[src/rtl/mem_arb_pkg.sv]
// Shared types and default sizing for the I/D memory arbiter.
package mem_arb_pkg;

  localparam int ADDR_W_DEF    = 16;
  localparam int DATA_W_DEF    = 16;
  localparam int BLK_WORDS_DEF = 8;
  localparam int MEM_LAT_DEF   = 4;

  typedef enum logic [1:0] {
    ST_IDLE  = 2'd0,
    ST_FILL  = 2'd1,
    ST_WRITE = 2'd2
  } state_e;

  typedef enum logic {
    OWN_I = 1'b0,
    OWN_D = 1'b1
  } owner_e;

  // On contention the requester that did not win last time gets the grant.
  function automatic owner_e rr_pick(input owner_e last);
    return (last == OWN_I) ? OWN_D : OWN_I;
  endfunction

endpackage

[src/rtl/mem_lat_pipe.sv]
// Tracks in-flight memory reads: a DEPTH-deep shift register of
// {valid, owner, word index} aligned with the memory's read latency.
module mem_lat_pipe
  import mem_arb_pkg::*;
#(
  parameter int DEPTH = MEM_LAT_DEF,
  parameter int IDX_W = 3
) (
  input  logic             clk,
  input  logic             rst,
  input  logic             valid_i,
  input  owner_e           owner_i,
  input  logic [IDX_W-1:0] idx_i,
  output logic             valid_o,
  output owner_e           owner_o,
  output logic [IDX_W-1:0] idx_o
);

  logic [DEPTH-1:0]            valid_q;
  logic [DEPTH-1:0]            owner_q;
  logic [DEPTH-1:0][IDX_W-1:0] idx_q;

  // Shift one stage per cycle; reset drops everything in flight.
  always_ff @(posedge clk) begin
    if (rst) begin
      valid_q <= '0;
      owner_q <= '0;
      idx_q   <= '0;
    end else begin
      valid_q[0] <= valid_i;
      owner_q[0] <= owner_i;
      idx_q[0]   <= idx_i;
      for (int s = 1; s < DEPTH; s++) begin
        valid_q[s] <= valid_q[s-1];
        owner_q[s] <= owner_q[s-1];
        idx_q[s]   <= idx_q[s-1];
      end
    end
  end

  assign valid_o = valid_q[DEPTH-1];
  assign owner_o = owner_e'(owner_q[DEPTH-1]);
  assign idx_o   = idx_q[DEPTH-1];

endmodule

[src/rtl/mem_arbiter.sv]
// Shares one pipelined fixed-latency memory between the I-cache fill port
// and the D-cache fill/write-through port. Block fills issue one read per
// cycle; returned words are steered to the owner, which gets a done pulse.
module mem_arbiter
  import mem_arb_pkg::*;
#(
  parameter int ADDR_W    = ADDR_W_DEF,
  parameter int DATA_W    = DATA_W_DEF,
  parameter int BLK_WORDS = BLK_WORDS_DEF,
  parameter int MEM_LAT   = MEM_LAT_DEF
) (
  input  logic                         clk,
  input  logic                         rst,
  input  logic                         i_req,
  input  logic [ADDR_W-1:0]            i_addr,
  input  logic                         d_req,
  input  logic                         d_wr,
  input  logic [ADDR_W-1:0]            d_addr,
  input  logic [DATA_W-1:0]            d_wdata,
  output logic                         i_fill_valid,
  output logic                         d_fill_valid,
  output logic [DATA_W-1:0]            fill_data,
  output logic [$clog2(BLK_WORDS)-1:0] fill_idx,
  output logic                         i_done,
  output logic                         d_done,
  output logic                         mem_en,
  output logic                         mem_wr,
  output logic [ADDR_W-1:0]            mem_addr,
  output logic [DATA_W-1:0]            mem_wdata,
  input  logic [DATA_W-1:0]            mem_rdata
);

  localparam int IDX_W = $clog2(BLK_WORDS);
  // One extra bit so the issue counter can hold BLK_WORDS ("all issued").
  localparam int CNT_W = IDX_W + 1;
  // Byte offset within a block of 2*BLK_WORDS bytes.
  localparam logic [ADDR_W-1:0] OFF_MASK = ADDR_W'((1 << (IDX_W + 1)) - 1);

  state_e              state_q, state_d;
  owner_e              owner_q, last_grant_q;
  logic [ADDR_W-1:0]   addr_q;
  logic [DATA_W-1:0]   wdata_q;
  logic [CNT_W-1:0]    cnt_q;

  logic                grant_v;
  owner_e              grant_own;
  logic                issue_en;
  logic [ADDR_W-1:0]   base_addr;
  logic                pipe_valid;
  owner_e              pipe_owner;
  logic [IDX_W-1:0]    pipe_idx;
  logic                fill_last;

  assign issue_en  = (state_q == ST_FILL) && !cnt_q[CNT_W-1];
  assign base_addr = addr_q & ~OFF_MASK;
  assign fill_last = pipe_valid && (pipe_idx == IDX_W'(BLK_WORDS - 1));

  mem_lat_pipe #(
    .DEPTH (MEM_LAT),
    .IDX_W (IDX_W)
  ) u_pipe (
    .clk     (clk),
    .rst     (rst),
    .valid_i (issue_en),
    .owner_i (owner_q),
    .idx_i   (cnt_q[IDX_W-1:0]),
    .valid_o (pipe_valid),
    .owner_o (pipe_owner),
    .idx_o   (pipe_idx)
  );

  // Arbitrate pending requests while idle; alternate on contention.
  always_comb begin
    grant_v   = 1'b0;
    grant_own = OWN_I;
    if (state_q == ST_IDLE) begin
      if (i_req && d_req) begin
        grant_v   = 1'b1;
        grant_own = rr_pick(last_grant_q);
      end else if (i_req) begin
        grant_v   = 1'b1;
        grant_own = OWN_I;
      end else if (d_req) begin
        grant_v   = 1'b1;
        grant_own = OWN_D;
      end
    end
  end

  // State register plus the transaction captured at grant time.
  always_ff @(posedge clk) begin
    if (rst) begin
      state_q      <= ST_IDLE;
      owner_q      <= OWN_I;
      last_grant_q <= OWN_I;
      addr_q       <= '0;
      wdata_q      <= '0;
      cnt_q        <= '0;
    end else begin
      state_q <= state_d;
      if (grant_v) begin
        owner_q      <= grant_own;
        last_grant_q <= grant_own;
        addr_q       <= (grant_own == OWN_I) ? i_addr : d_addr;
        wdata_q      <= d_wdata;
        cnt_q        <= '0;
      end else if (issue_en) begin
        cnt_q <= cnt_q + CNT_W'(1);
      end
    end
  end

  // Next state: a fill ends with its last returned word, a write after one cycle.
  always_comb begin
    state_d = state_q;
    case (state_q)
      ST_IDLE: begin
        if (grant_v) begin
          state_d = (grant_own == OWN_D && d_wr) ? ST_WRITE : ST_FILL;
        end
      end
      ST_FILL: begin
        if (fill_last) state_d = ST_IDLE;
      end
      ST_WRITE: state_d = ST_IDLE;
      default:  state_d = ST_IDLE;
    endcase
  end

  // Output decode from registered state and the return pipe.
  always_comb begin
    mem_en       = 1'b0;
    mem_wr       = 1'b0;
    mem_addr     = '0;
    mem_wdata    = '0;
    i_done       = 1'b0;
    d_done       = 1'b0;
    i_fill_valid = 1'b0;
    d_fill_valid = 1'b0;
    fill_data    = '0;
    fill_idx     = '0;
    case (state_q)
      ST_FILL: begin
        if (issue_en) begin
          mem_en   = 1'b1;
          mem_addr = base_addr + ADDR_W'({cnt_q[IDX_W-1:0], 1'b0});
        end
      end
      ST_WRITE: begin
        mem_en    = 1'b1;
        mem_wr    = 1'b1;
        mem_addr  = addr_q;
        mem_wdata = wdata_q;
        d_done    = 1'b1;
      end
      default: ;
    endcase
    if (pipe_valid) begin
      fill_data    = mem_rdata;
      fill_idx     = pipe_idx;
      i_fill_valid = (pipe_owner == OWN_I);
      d_fill_valid = (pipe_owner == OWN_D);
      i_done       = fill_last && (pipe_owner == OWN_I);
      d_done       = fill_last && (pipe_owner == OWN_D);
    end
  end

endmodule

[config.mk]
export PLATFORM = sky130hd
export DESIGN_NAME = mem_arbiter
export DESIGN_NICKNAME = d
export VERILOG_FILES = /design/src/rtl/mem_arb_pkg.sv /design/src/rtl/mem_lat_pipe.sv /design/src/rtl/mem_arbiter.sv
export SDC_FILE = /design/constraint.sdc
export NUM_CORES = 1
export LEC_CHECK = 0
export ABC_CLOCK_PERIOD_IN_PS = 2050
export BUFFER_PORTS_ARGS = -buffer_cell sky130_fd_sc_hd__buf_2
export CAP_MARGIN = 15
export CORE_MARGIN = 5
export CORE_UTILIZATION = 35
export DETAILED_ROUTE_END_ITERATION = 7
export PLACE_DENSITY_LB_ADDON = 0.15
export SETUP_SLACK_MARGIN = 0.02
export SYNTH_ARGS = -nofsm -noshare
export SYNTH_HDL_FRONTEND = slang
export SYNTH_SLANG_ARGS = --single-unit
[constraint.sdc]
create_clock -name clk -period 2.05 [get_ports clk]
set_input_delay 0.3075 -clock clk [delete_from_list [all_inputs] [get_ports clk]]
set_output_delay 0.3075 -clock clk [all_outputs]
set_load 0.01 [all_outputs]
==> flow_summary.json, run 1 <==
{
  "rr_startpoint": "state_q[0]$_SDFFE_PP0P_",
  "period_minus_slack_ns": 1.97,
  "arrival_ns": 1.66,
  "netlist_area_sq_um": 2450,
  "rows": 30,
  "pin_count": 126,
  "clock_latency_ns": 0.32,
  "max_slew_margin": 0.325,
  "die_area_sq_um": 8790,
  "initialDrtViolationCount": 53,
  "grt_usage": 0.134,
  "hold_viol_final": 0,
  "port_buffers": 125,
  "insertedDiodeCount": 0,
  "coreArea_sq_um": 6790,
  "yosysWarnings": 0,
  "critPathLaunch": "state_q[1]$_SDFFE_PP0P_",
  "rsz0062_at_grt": "no",
  "die_x_um": 93.8,
  "cellLeakagePower_nw": 1.74,
  "start_util": 0.361,
  "synth_edf_count": 0,
  "synth_seq_area_share": 0.481,
  "h-tree-depth": 3,
  "power.density_nw_per_um2": 757,
  "avgViaCountPerCell": 4.44,
  "dpl.hpwl_um": 4250,
  "wl_per_cell_um": 11.9,
  "swShare": 0.249,
  "stdcell_count": 486,
  "vdd_drop_max_mv": 0.356,
  "clk_pin_slew_ns": 0.06,
  "min_path_type": "primary input to flip-flop",
  "synth_cell_type_count": 31,
  "syn_nets": 330,
  "status": "complete, no violations",
  "synthCells": 257,
  "tightest_slew_ns": 1.01,
  "num-fill-cells": 671,
  "min_period_over_period": 0.959,
  "cap_viol_max_count": 0,
  "ys_async_sr_fraction": 0,
  "p_seq_frac": 0.495,
  "critPathKind": "flip-flop to primary output",
  "dp_cells": 469,
  "pwr-share-comb": 0.152,
  "grt_overflow_total": 0,
  "dr.pass1.iters": 4,
  "cp-end-kind": "primary output",
  "setup_tns_ns": 0,
  "totalWireLength_um": 5790,
  "gp_congestion": 0.739,
  "ys_dominant_reg_cell": "dfxtp_1",
  "startpoint_type": "flip-flop",
  "drv_slew": 0,
  "ant_nets": 0,
  "antenna_found_initial": 0,
  "cts_buffers": 9,
  "synth_seq_cells": 59,
  "cts.path.max_buffers": 2,
  "syn2layout_area_growth_pct": 38.9,
  "clockRootBuffer": "clkbuf_8",
  "avgSynthCellArea_sq_um": 9.55,
  "post_cts_buffers": 0,
  "cp.required_ns": 1.74,
  "p_switching_uw": 642,
  "cts_tree": "done",
  "max_freq_mhz": 509,
  "cts.sinks": 59,
  "grt_pass1_wl_um": 9510,
  "layout.nets": 458,
  "pwr-share-clk": 0.353,
  "critPathMaxFanout": 7,
  "die_h_um": 93.8,
  "p_int_mw": 1.94,
  "cts_hold_buffers": 0,
  "totalPowerFinal_mw": 2.58,
  "drc": 0,
  "layout.area.seq_sq_um": 1180,
  "drive_gt1_frac": 0.397,
  "grt_max_degree": 33,
  "grt_pass1_vias": 2161,
  "min_from": "d_wdata[12]",
  "num_vias": 2159,
  "finClkSkew_ns": 0.00808,
  "multiInputGateArea_sq_um": 1210,
  "setup_violations": 0
}
-- cells by family (layout without fill, tap and decap cells) --
group | after synthesis | in the layout | share of synthesized area
mux | 17 | 17 | 0.0693
buf+inv | 21 | 153 | 0.0372
compound gates | 45 | 46 | 0.131
flops | 59 | 59 | 0.481
simple gates | 109 | 109 | 0.253
xor+xnor | 2 | 2 | 0.00714
fa+ha+maj | 4 | 4 | 0.0204
-- cells in the mapped netlist (2+ instances only) --
cell      number  area share
a22o_1        18       0.064
a22oi_1        3      0.0092
and2_1        49        0.12
buf_2          6       0.012
clkbuf_1       8       0.012
dfxtp_1       59        0.48
ha_1           4       0.020
inv_1          5      0.0076
mux2i_1       17       0.069
nand2_1       20       0.031
nand2b_1       2      0.0051
nor2_1         8       0.012
nor2b_1       26       0.066
o21ai_0       15       0.031
-- timing repair --
| action | CTS | global route |
|---|---|---|
| resized for setup | 5 | 3 |
| endpoints found under the setup margin | 15 | 8 |
| hold endpoints to repair | 0 | 0 |
| cloned | 1 | 0 |
| pin swaps | 0 | 0 |
-- final cells by class --
cell class | count | share of cell area
flip-flops and latches | 59 | 0.346
clock inverters | 2 | 0.00293
clock buffers | 14 | 0.0477
multi-input cells | 178 | 0.354
inverters | 5 | 0.00550
repair buffers | 132 | 0.208
well taps | 96 | 0.0352
-- power by group through the flow --
| stage | Clock, mW | Combinational (mW) | Sequential (mW) |
|---|---|---|---|
| after global placement | 0 | 0.380 | 1.30 |
| final | 0.912 | 0.392 | 1.28 |
| after CTS | 0.955 | 0.398 | 1.28 |
| after detailed placement | 0 | 0.387 | 1.30 |
| after global routing | 0.997 | 0.438 | 1.29 |
| after floorplan | 0 | 0.239 | 1.29 |
-- sequential cells by signal, indices dropped and copies added (netlist names) --
| name | count |
|---|---|
| u_pipe.idx_o | 3 |
| wdata_q | 16 |
| last_grant_q | 1 |
| addr_q | 16 |
| state_q | 2 |
| cnt_q | 4 |
| u_pipe.idx_q | 9 |
| u_pipe.valid_q | 4 |
| u_pipe.owner_q | 4 |
-- worst max-delay path: stages (launching register included) --
cell and delay (ns):
dfxtp_1 0.37, inv_1 0.08, ha_2 0.20, nor2b_4 0.14, o21a_2 0.24, and2_1 0.17
buf_2 0.13
-- final timing paths --
| check | end | slack [ns] | depth (start not counted) |
|---|---|---|---|
| worst max-delay path | mem_addr[12] | 0.08 | 6 |
| worst min-delay path | wdata_q[12]$_SDFFE_PP0P_ | 0.20 | 2 |
| worst max register to register | wdata_q[2]$_SDFFE_PP0P_ | 0.30 | 5 |
| worst min register to register | u_pipe.idx_q[7]$_SDFF_PP0_ | 0.44 | 1 |
-- metrics by stage --
stage / area, sq um / util / hold slack (ns) / setup slack, ns
finish: 3410 / 0.502 / 0.197 / 0.0844
global placement: 3210 / 0.472 / 0.416 / 0.255
detailed placement: 3210 / 0.472 / 0.425 / 0.242
CTS: 3400 / 0.501 / 0.175 / 0.0439
global route: 3410 / 0.502 / 0.188 / 0.0215
floorplan: 2450 / - / 0.379 / 0.352
-- cells in the final DEF, fill, tap and decap left out, types with 5 or more instances in the layout --
cell type	n
a22o_1	18
and2_1	49
buf_2	125
clkbuf_8	11
dfxtp_1	59
inv_1	5
mux2i_1	17
nand2_1	20
nor2_1	8
nor2b_1	24
o21ai_0	15
-- layer usage --
metal / track usage / up-vias / share of wire
li1: - / 1114 / -
met1: 0.152 / 948 / 0.43
met2: 0.226 / 87 / 0.46
met3: 0.0457 / 10 / 0.098
met4: 0.0578 / 0 / 0.018
met5: 0 / - / 0
Note: power is estimated with default switching activity, not from simulation.
==> inputs of run 2 (changes only) <==
- BUFFER_PORTS_ARGS: -buffer_cell sky130_fd_sc_hd__buf_2 -> not set
- DONT_BUFFER_PORTS: not set -> 1
==> flow_summary.json, run 2 (synthesized netlist as in run 1, its figures left out) <==
{
  "status": "complete, no violations",
  "grt_usage": 0.118,
  "cts_buffers": 9,
  "avgViaCountPerCell": 4.94,
  "totalWireLength_um": 5330,
  "grt_max_degree": 33,
  "layout.nets": 334,
  "drc": 0,
  "min_path_type": "primary input to flip-flop",
  "timing.rr.end": "wdata_q[4]$_SDFFE_PP0P_",
  "antenna_found_initial": 0,
  "wl_per_cell_um": 14.8,
  "h-tree-depth": 3,
  "cellLeakagePower_nw": 1.15,
  "dr.pass1.iters": 4,
  "tightest_slew_ns": 1.02,
  "initialDrtViolationCount": 50,
  "startpoint_type": "flip-flop",
  "num_vias": 1783,
  "swShare": 0.249,
  "rows": 30,
  "clk_pin_slew_ns": 0.06,
  "min_from": "rst",
  "rsz0062_at_grt": "no",
  "setup_tns_ns": 0,
  "clockRootBuffer": "clkbuf_8",
  "dpl.hpwl_um": 3720,
  "insertedDiodeCount": 0,
  "clock_latency_ns": 0.32,
  "drive_gt1_frac": 0.121,
  "pwr-share-comb": 0.126,
  "cts_hold_buffers": 0,
  "layout_common_cells": "dfxtp_1 (59), and2_1 (49), nor2b_1 (21)",
  "gp_congestion": 0.759,
  "cts.sinks": 59,
  "setup_violations": 0,
  "largestRegisters": "addr_q (16), wdata_q (16), u_pipe.idx_q (9)",
  "cp-end-kind": "primary output",
  "max_freq_mhz": 531,
  "p_switching_uw": 612,
  "period_minus_slack_ns": 1.88,
  "grt_pass1_vias": 1729,
  "grt_overflow_total": 0,
  "holdPathEnd": "state_q[1]$_SDFFE_PP0P_",
  "max_slew_margin": 0.316,
  "postLayoutCoreUtil": 0.409,
  "p_int_mw": 1.84,
  "whs_path_depth": 1,
  "layout.area.seq_sq_um": 1180,
  "multiInputGateArea_sq_um": 1210,
  "critPathMaxFanout": 20,
  "stdcell_count": 361,
  "final_common_cell": "dfxtp_1",
  "p_seq_frac": 0.520,
  "drv_slew": 0,
  "layout_setup_ws_ns": 0.168,
  "cp.required_ns": 1.74,
  "arrival_ns": 1.57,
  "rr_startpoint": "state_q[1]$_SDFFE_PP0P_",
  "totalPowerFinal_mw": 2.46,
  "hold_viol_final": 0,
  "power.density_nw_per_um2": 883,
  "min_period_over_period": 0.918,
  "cap_viol_max_count": 0,
  "reg2reg_depth": 5,
  "cts.path.max_buffers": 2,
  "ff2ff_setup_slack_ns": 0.31,
  "syn2layout_area_growth_pct": 13.3,
  "die_x_um": 93.8,
  "cts_tree": "done",
  "critPathKind": "flip-flop to primary output",
  "die_h_um": 93.8,
  "coreArea_sq_um": 6790,
  "port_buffers": 0,
  "pin_count": 126,
  "num-fill-cells": 683,
  "dpl_worst_slack_ns": 0.274,
  "start_util": 0.361,
  "dp_cells": 345,
  "pwr-share-clk": 0.354,
  "die_area_sq_um": 8790,
  "grt_pass1_wl_um": 8070,
  "ant_nets": 0,
  "finClkSkew_ns": 0.00733,
  "vdd_drop_max_mv": 0.475
}
## run 2: timing repair
item / CTS / global route
setup endpoints to repair: 13 / 15
gates resized for setup: 1 / 7
setup buffers: 0 / 0
gates cloned: 0 / 1
## run 2: power by group through the flow
stage | sequential (mW) | combinational (mW) | clock [mW]
final | 1.28 | 0.309 | 0.870
after global routing | 1.29 | 0.347 | 0.956
after CTS | 1.28 | 0.304 | 0.910
after detailed placement | 1.30 | 0.304 | 0
after global placement | 1.30 | 0.299 | 0
after floorplan | 1.29 | 0.239 | 0
## run 2: critical path, stage by stage, from the launching register on
cell,delay (ns)
dfxtp_1,0.32
inv_1,0.08
ha_1,0.25
buf_4,0.25
a22oi_1,0.13
nor2b_2,0.22
## run 2: how the worst max path moves through the flow
stage	from	cells after the start	slack, ns	end
final	state_q[0]$_SDFFE_PP0P_	5	0.17	mem_addr[2]
after global routing	state_q[1]$_SDFFE_PP0P_	4	0.02	mem_addr[12]
after CTS	state_q[1]$_SDFFE_PP0P_	6	0.03	mem_addr[2]
after detailed placement	state_q[1]$_SDFFE_PP0P_	5	0.27	wdata_q[1]$_SDFFE_PP0P_
after global placement	state_q[1]$_SDFFE_PP0P_	5	0.32	mem_addr[7]
after floorplan	state_q[1]$_SDFFE_PP0P_	7	0.35	mem_addr[10]
## run 2: stage by stage
step	hold slack [ns]	instance area, sq um
6_report	0.0486	2780
5_1_grt	0.0207	2780
4_1_cts	0.0253	2750
3_5_place_dp	0.380	2590
3_3_place_gp	0.381	2590
2_1_floorplan	0.379	2450
## run 2: final cells by class
cell class / instances / area share
clock buffer: 12 / 0.0522
clock inverter: 3 / 0.00540
inverter: 5 / 0.00675
multi-input combinational: 178 / 0.436
sequential: 59 / 0.425
tap: 96 / 0.0432
timing repair buffer: 8 / 0.0320
## run 2: metal layers
metal,vias up,track usage,wire [um]
li1,865,-,-
met1,813,0.127,2150
met2,92,0.193,2500
met3,13,0.0545,548
met4,0,0.0650,138
met5,-,0,0
